`config.mk`:
```
export PLATFORM = sky130hd
export DESIGN_NAME = hamming1511_tx_serializer
export DESIGN_NICKNAME = d
export VERILOG_FILES = /design/src/rtl/hamming1511_pkg.sv /design/src/rtl/hamming1511_bit_timer.sv /design/src/rtl/hamming1511_tx_serializer.sv
export SDC_FILE = /design/constraint.sdc
export NUM_CORES = 1
export LEC_CHECK = 0
export ABC_AREA = 1
export BUFFER_PORTS_ARGS = -buffer_cell sky130_fd_sc_hd__buf_2
export CORE_UTILIZATION = 55
export CTS_CLUSTER_SIZE = 8
export DETAILED_ROUTE_END_ITERATION = 6
export GPL_TIMING_DRIVEN = 0
export MAX_ROUTING_LAYER = met4
export PLACE_DENSITY = 0.84
export REMOVE_ABC_BUFFERS = 1
export SLEW_MARGIN = 20
export SYNTH_ARGS = -nofsm -noshare
export SYNTH_HDL_FRONTEND = slang
export SYNTH_SLANG_ARGS = --single-unit
```
`constraint.sdc`:
```
create_clock -name clk -period 4.5 [get_ports clk]
set_input_delay 0 -clock clk [delete_from_list [all_inputs] [get_ports clk]]
set_output_delay 0 -clock clk [all_outputs]
set_load 0.02 [all_outputs]
```
`src/rtl/hamming1511_pkg.sv`:
```
// Shared constants and types for the Hamming(15,11) encoder, serializer and decoder.
// The serializer frame is one start bit, the 15-bit codeword LSB first, and one stop bit.
package hamming1511_pkg;

   localparam int CW_WIDTH   = 15;
   localparam int FRAME_BITS = 17;

   typedef enum logic [1:0] {
      ST_IDLE  = 2'd0,
      ST_START = 2'd1,
      ST_DATA  = 2'd2,
      ST_STOP  = 2'd3
   } tx_state_e;

endpackage

```
`src/rtl/hamming1511_bit_timer.sv`:
```
// Bit-time counter: bit_tick is high on the last clock cycle of each serial bit-time.
// restart holds the count at zero so that the first bit of a frame gets its full length.
module hamming1511_bit_timer #(
   parameter int BIT_CYCLES = 4
) (
   input  logic clk,
   input  logic rst,
   input  logic restart,
   output logic bit_tick
);

   localparam int CNT_W = (BIT_CYCLES > 1) ? $clog2(BIT_CYCLES) : 1;
   localparam logic [CNT_W-1:0] CNT_LAST = CNT_W'(BIT_CYCLES - 1);

   logic [CNT_W-1:0] cnt;

   assign bit_tick = (cnt == CNT_LAST);

   always_ff @(posedge clk or posedge rst) begin
      if (rst) begin
         cnt <= '0;
      end else if (restart || bit_tick) begin
         cnt <= '0;
      end else begin
         cnt <= cnt + CNT_W'(1);
      end
   end

endmodule

```
`src/rtl/hamming1511_tx_serializer.sv`:
```
// Serialises Hamming(15,11) codewords as 17-bit frames (start 0, bits LSB first, stop 1).
// A one-deep holding register lets the next word be accepted while a frame is on the line.
module hamming1511_tx_serializer
   import hamming1511_pkg::*;
#(
   parameter int BIT_CYCLES = 4
) (
   input  logic                clk,
   input  logic                rst,
   input  logic                in_valid,
   output logic                in_ready,
   input  logic [CW_WIDTH-1:0] in_word,
   output logic                ser_out,
   output logic                busy,
   output logic                frame_done,
   output tx_state_e           dbg_state
);

   localparam logic [3:0] LAST_BIT = 4'(CW_WIDTH - 1);

   tx_state_e           state, state_n;
   logic [CW_WIDTH-1:0] shreg, shreg_n;
   logic [CW_WIDTH-1:0] hold_reg, hold_reg_n;
   logic                hold_full, hold_full_n;
   logic [3:0]          bit_idx, bit_idx_n;
   logic                bit_tick;
   logic                hs;
   logic                direct_load;
   logic                move_load;

   // Handshake: a word transfers on a rising edge where in_valid and in_ready are both high;
   // in_valid may be raised at any time, and in_ready reflects only an empty holding register.
   assign in_ready  = ~hold_full;
   assign hs        = in_valid & in_ready;
   assign busy      = (state != ST_IDLE);
   assign dbg_state = state;

   hamming1511_bit_timer #(
      .BIT_CYCLES (BIT_CYCLES)
   ) u_bit_timer (
      .clk      (clk),
      .rst      (rst),
      .restart  (state == ST_IDLE),
      .bit_tick (bit_tick)
   );

   always_ff @(posedge clk or posedge rst) begin
      if (rst) begin
         state     <= ST_IDLE;
         shreg     <= '0;
         hold_reg  <= '0;
         hold_full <= 1'b0;
         bit_idx   <= '0;
      end else begin
         state     <= state_n;
         shreg     <= shreg_n;
         hold_reg  <= hold_reg_n;
         hold_full <= hold_full_n;
         bit_idx   <= bit_idx_n;
      end
   end

   always_comb begin
      state_n     = state;
      shreg_n     = shreg;
      bit_idx_n   = bit_idx;
      frame_done  = 1'b0;
      direct_load = 1'b0;
      move_load   = 1'b0;

      case (state)
         ST_IDLE: begin
            if (hs) begin
               direct_load = 1'b1;
               state_n     = ST_START;
            end
         end
         ST_START: begin
            if (bit_tick) begin
               state_n   = ST_DATA;
               bit_idx_n = '0;
            end
         end
         ST_DATA: begin
            if (bit_tick) begin
               shreg_n = {1'b1, shreg[CW_WIDTH-1:1]};
               if (bit_idx == LAST_BIT) begin
                  state_n = ST_STOP;
               end else begin
                  bit_idx_n = bit_idx + 4'd1;
               end
            end
         end
         ST_STOP: begin
            if (bit_tick) begin
               frame_done = 1'b1;
               // A held word always precedes one arriving this cycle.
               if (hold_full) begin
                  move_load = 1'b1;
                  state_n   = ST_START;
               end else if (hs) begin
                  direct_load = 1'b1;
                  state_n     = ST_START;
               end else begin
                  state_n = ST_IDLE;
               end
            end
         end
         default: state_n = ST_IDLE;
      endcase

      if (direct_load) begin
         shreg_n = in_word;
      end else if (move_load) begin
         shreg_n = hold_reg;
      end
   end

   always_comb begin
      hold_reg_n  = hold_reg;
      hold_full_n = (hold_full & ~move_load) | (hs & ~direct_load);
      if (hs && !direct_load) begin
         hold_reg_n = in_word;
      end
   end

   always_comb begin
      ser_out = 1'b1;
      case (state)
         ST_START: ser_out = 1'b0;
         ST_DATA:  ser_out = shreg[0];
         default:  ser_out = 1'b1;
      endcase
   end

endmodule

```
# ---- Word-level counts from Yosys, hierarchy flattened
# Cells that the tools add are included.
dict set report totals {
  output_inout_bits 6
  reg_bits 39
  word_cells 64
  in_bits 18
}
dict set report op_classes {
  reduce_logical 11
  bitwise 7
  muxes 27
  n_addsub 2
  eq_ne 11
}
# cell count
set op_table {}
lappend op_table {{two-way mux 15 bit} 4}
lappend op_table {{two-way mux 2 bit} 6}
lappend op_table {{two-way mux 4 bit} 3}
lappend op_table {{two-way mux 1 bit} 10}
lappend op_table {{case mux 2 bit (4 select lines)} 1}
lappend op_table {{case mux 4 bit (2 select lines)} 1}
lappend op_table {{== test 2 bit, second input constant} 3}
lappend op_table {{inequality test 2 x 1 -> 1 bit, second input constant} 3}
lappend op_table {{inequality test 2 bit, second input constant} 3}
lappend op_table {{nonzero test 3 bit} 2}
lappend op_table {{AND reduction 5 bit} 1}
lappend op_table {{adder 4 x 1 -> 4 bit, second input constant} 1}
lappend op_table {{== test 4 bit, second input constant} 1}
lappend op_table {{case mux 1 bit (2 select lines)} 2}
lappend op_table {{AND reduction 4 bit} 1}
lappend op_table {{nonzero test 2 bit} 2}
lappend op_table {{bitwise AND 1 bit} 3}
lappend op_table {{inverter 1 bit} 3}
lappend op_table {{adder 2 x 1 -> 2 bit, second input constant} 1}
lappend op_table {{== test 2 x 1 -> 1 bit, second input constant} 1}
lappend op_table {{logical NOT 2 bit} 1}
lappend op_table {{AND reduction 2 bit} 1}
lappend op_table {{logical AND 1 bit} 1}
lappend op_table {{logical NOT 1 bit} 1}
lappend op_table {{2 further kinds} 2}

# ---- Logic depth before layout (Yosys ltp)
dict set report depth {
  depth_word 9
  mapped_depth 10
  mapped_depth_nobuf 9
}

# ---- By module
# From an unflattened synthesis, not the netlist that was laid out.
dict set report unflattened {
  hier_cells 311
  hier_area_um2 2299.7
}
# mod area_per_inst_um2 cells_per_inst seq_area_each_um2 n_inst
set by_module_without_submodules {}
lappend by_module_without_submodules {hamming1511_tx_serializer 2210.9 301 925.9 1}
lappend by_module_without_submodules {hamming1511_bit_timer 88.8 10 50.0 1}

# ---- Least setup slack after synthesis
# Ideal clock, no wire load.
dict set report synth_path {
  path_kind {reg-to-reg}
  startpoint {register state[0] (netlist: dbg_state[0])}
  endpoint {register hold_reg[0]}
  setup_time_ns 0.116
  path_buffers 1
  synth_period_minus_slack_ns 1.741
  t_arrival_ns 1.625
  path_stages_with_launch 10
  slack_ns 2.759
  t_required_ns 4.384
  path_cell_list {dfrtp_1 > inv_1 > ha_1 > inv_1 > nand2_4 > nand2_8 > nand2_4 > buf_6 > nand2_1 > nand2_1}
}
dict set report synth_between {
  elab_chain_len 4
  word_cells_on_any_way 5
  classes_between {eq/ne: 1; mux: 1; reduce/logical: 3}
}
# item line
set synth_lines {}
lappend synth_lines {{from (decl)} hamming1511_tx_serializer.sv:21} ;# tx_state_e state, state_n;
lappend synth_lines {{from (signal assigned)} hamming1511_tx_serializer.sv:55} ;# state <= state_n;
lappend synth_lines {{== test 2 bit or logical NOT 2 bit (tied branches)} hamming1511_tx_serializer.sv:71} ;# case (state)
lappend synth_lines {{case mux 1 bit (2 select lines) *} hamming1511_tx_serializer.sv:71}
lappend synth_lines {{logical NOT 1 bit *} hamming1511_tx_serializer.sv:122} ;# if (hs && !direct_load) begin
lappend synth_lines {{logical AND 1 bit *} hamming1511_tx_serializer.sv:122}
lappend synth_lines {{to (signal assigned)} hamming1511_tx_serializer.sv:57} ;# hold_reg <= hold_reg_n;
lappend synth_lines {{to (decl)} hamming1511_tx_serializer.sv:23} ;# logic [CW_WIDTH-1:0] hold_reg, hold_reg_n;
# Mark *: on every way between the ends. The rest lies on a longest branch, timed or not.
# A chain may end at the register's enable or synchronous reset.

# ---- Final worst setup path
dict set report layout_path {
  startpoint {register state[0] (netlist: dbg_state[0])}
  endpoint {register shreg[14]}
}
dict set report layout_between {
  elab_chain_len 4
  word_cells_on_any_way 10
  classes_between {eq/ne: 2; mux: 4; reduce/logical: 4}
}
# item line
set layout_lines {}
lappend layout_lines {{== test 2 bit or logical NOT 2 bit (tied branches)} hamming1511_tx_serializer.sv:71}
lappend layout_lines {{case mux 1 bit (2 select lines) or two-way mux 1 bit (tied branches)} hamming1511_tx_serializer.sv:71}
lappend layout_lines {{nonzero test 3 bit (no line) or two-way mux 15 bit (tied branches)} --}
lappend layout_lines {{AND reduction 2 bit (no line) or two-way mux 15 bit (tied branches)} --}
lappend layout_lines {{to (signal assigned)} hamming1511_tx_serializer.sv:56} ;# shreg <= shreg_n;
lappend layout_lines {{to (decl)} hamming1511_tx_serializer.sv:22} ;# logic [CW_WIDTH-1:0] shreg, shreg_n;
# Parallel ways exist; a longest one is shown, timed or not.

==> reports/qor.yml <==
layout:
  area_growth_pct: 14.3
  final_cell_mix: "133 x nand2_1, 50 x nand3_1, 39 x dfrtp_1"
  layout_commonest_cell: "nand2_1"
  antenna_cells: 0
  drive_above_1_share: 0.139
  finalInstanceArea_um2: 2650
  nNetsFinal: 356
  fillers: 355
  fin_cells: 381
drt:
  post-route-drc-count: 0
  dr_total_vias: 2055
  met3WireLength_um: 274
  via_per_inst: 5.39
  drtIter0Drc: 260
  wl_met1_um: 2330
  wl_per_cell_um: 13.4
  highest_layer: "met4"
  postRouteAntennaNets: 0
  drt-pass1-iter-count: 4
  route.met2.wl_um: 2440
  totalWireLength_um: 5120
sta:
  fin_skew_ps: 14.7
  min_period_over_period: 0.522
  period_minus_slack_ps: 2350
  fmax_ghz: 0.426
  tightest_slew_ps: 932
  finalHoldViolations: 0
  grt_setup_unrepaired: "no"
  maxSlewHeadroom: 0.378
  finalSetupTns_ps: 0
  drv_slew: 0
  final-setup-viol-count: 0
min_path:
  hold_depth: 3
  whs_endpoint: "hold_reg[14]"
  hp-start: "in_word[14]"
  hold_path_class: "input port to flop"
power_and_ir_drop:
  powerDensity_nw_per_um2: 258
  combPwrFrac: 0.042
  p_int_w: 0.000545
  ir_worst_vdd_mv: 0.199
  p_leak_nw: 1.48
  p_switching_w: 0.000140
  p_seq_frac: 0.510
  finalPower_w: 0.000686
  swShare: 0.205
  pwr-share-clk: 0.447
clocking:
  cts_buffers: 5
  cts.sinks: 39
  cts_setup_buffers: 0
  clkTransAtPathRegs_ps: 80
  cts_buffer_depth: 2
  ctsResizeCount: 0
  cts_tree: "yes"
  clock-root-buffer: "clkbuf_8"
  htreeDepth: 2
  insertion_delay_ps: 290
  cts_hold_buf: 15
setup_path:
  worstPathRequired_ps: 4720
  reg2reg_from: "dbg_state[0]"
  regToRegSetupSlack_ps: 2150
  reg2reg_to: "shreg[14]"
  end_kind: "flop"
  reg2reg_depth: 7
  crit_path_max_fanout: 18
  worstPathArrival_ps: 2570
  cp-start-kind: "flop"
  crit_type: "flop to flop"
floorplanning:
  io_pins: 24
  core-area_um2: 4030
  die_w_um: 67.0
  start_util: 0.576
  die_area_um2: 4480
  dieHeight_um: 67.0
  num_rows: 23
logic_synthesis:
  ys_seq_area_frac: 0.420
  yosys.area_share.simple: 0.429
  synth-adder-area-share: 0.0431
  synth_cell_types: 25
  synth_mux_area_frac: 0
  synth-warning-count: 0
  syn_avg_cell_area_um2: 7.71
  synthXorXnorAreaFrac: 0.00377
  syn_inst: 301
  synth_compound_area_frac: 0.0248
  synth_seq_cells: 39
  syn_area_um2: 2320
  synth_top_family_by_area: "simple AND/OR/NAND/NOR gates"
global_route:
  overflow: 0
  grt_pass1_wl_um: 8130
  grt_max_degree: 46
  grt_usage: 0.252
  grt_antenna_before_repair: 0
  grt_pass1_vias: 1698
placement:
  placedCellCount: 358
  hpwl_um: 3000
  placed_cell_area_um2: 2390
  globalplace.congestion: 0.831
  portBuffers: 23
job:
  max_cap_viol_count: 0
status:
  status: "completed"
cell type report:
cell class              instances  area (um^2)  area share
clock buffers                   6         82.6      0.0311
clock inverters                 2         35.0      0.0132
inverters                      13         50.0      0.0189
multi-input cells             232         1160       0.438
flip-flops and latches         39          976       0.368
well taps                      50         62.6      0.0236
repair buffers                 39          285       0.107
metrics by stage:
| stage | hold slack (ps) | utilization | worst slack (ps) |
|---|---|---|---|
| final | 17.6 | 0.659 | 2150 |
| after global routing | 42.9 | 0.659 | 1990 |
| after CTS | 15.9 | 0.659 | 2160 |
| after detailed placement | -88.9 | 0.592 | 2180 |
| after global placement | 247 | 0.587 | 2190 |
| after floorplan | 145 | - | 2610 |
critical path: stages, from the launching register on:
cell and delay (ps):
dfrtp_1 440, ha_1 750, nand3_4 350, o21ai_1 200, inv_2 170, nand2_4 210, nand3_1 90, nand2_1 70
worst max path at each step:
stage | from | to | slack, ps | cells past startpoint
after floorplan | dbg_state[1] | hold_full | 2610 | 6
after global placement | dbg_state[0] | shreg[14] | 2190 | 7
after detailed placement | dbg_state[1] | shreg[14] | 2180 | 7
after CTS | dbg_state[1] | shreg[14] | 2160 | 7
after global routing | dbg_state[1] | shreg[14] | 1990 | 7
final | dbg_state[0] | shreg[14] | 2150 | 7
cells by family (layout without fill, tap and decap cells):
family | after synthesis | in the layout
flops | 39 | 39
fa+ha+maj | 8 | 8
xor+xnor | 1 | 1
simple gates | 212 | 212
compound gates | 11 | 11
buf+inv | 30 | 60
power by group through the flow:
stage	combinational [W]	clock, W	sequential [W]
4_1_cts	0.0000294	0.000310	0.000350
2_1_floorplan	0.00000551	0	0.000357
3_3_place_gp	0.0000172	0	0.000357
6_report	0.0000290	0.000307	0.000350
3_5_place_dp	0.0000195	0	0.000357
5_1_grt	0.0000320	0.000327	0.000350
metal layers:
layer | global-route usage | vias to the layer above
li1 | - | 1042
met1 | 0.337 | 950
met2 | 0.380 | 56
met3 | 0.0479 | 7
met4 | 0.0904 | 0
met5 | - | -
synth_stat cells (all sizes together):
| cell type | count | area (um^2) |
|---|---|---|
| nor2 | 1 | 20.0 |
| buf | 17 | 133 |
| nor3b | 1 | 7.51 |
| nand2 | 139 | 576 |
| ha | 8 | 100 |
| xor2 | 1 | 8.76 |
| nand3b | 1 | 7.51 |
| or2 | 2 | 12.5 |
| nor2b | 1 | 6.26 |
| nand4 | 15 | 93.8 |
| o21ai | 9 | 45.0 |
| nand3 | 51 | 268 |
| o21bai | 1 | 7.51 |
| clkinv | 1 | 5.00 |
| dfrtp | 39 | 976 |
| a21oi | 1 | 5.00 |
| inv | 12 | 45.1 |
| nor3 | 1 | 5.00 |
Note: power is estimated with default switching activity, not from simulation.
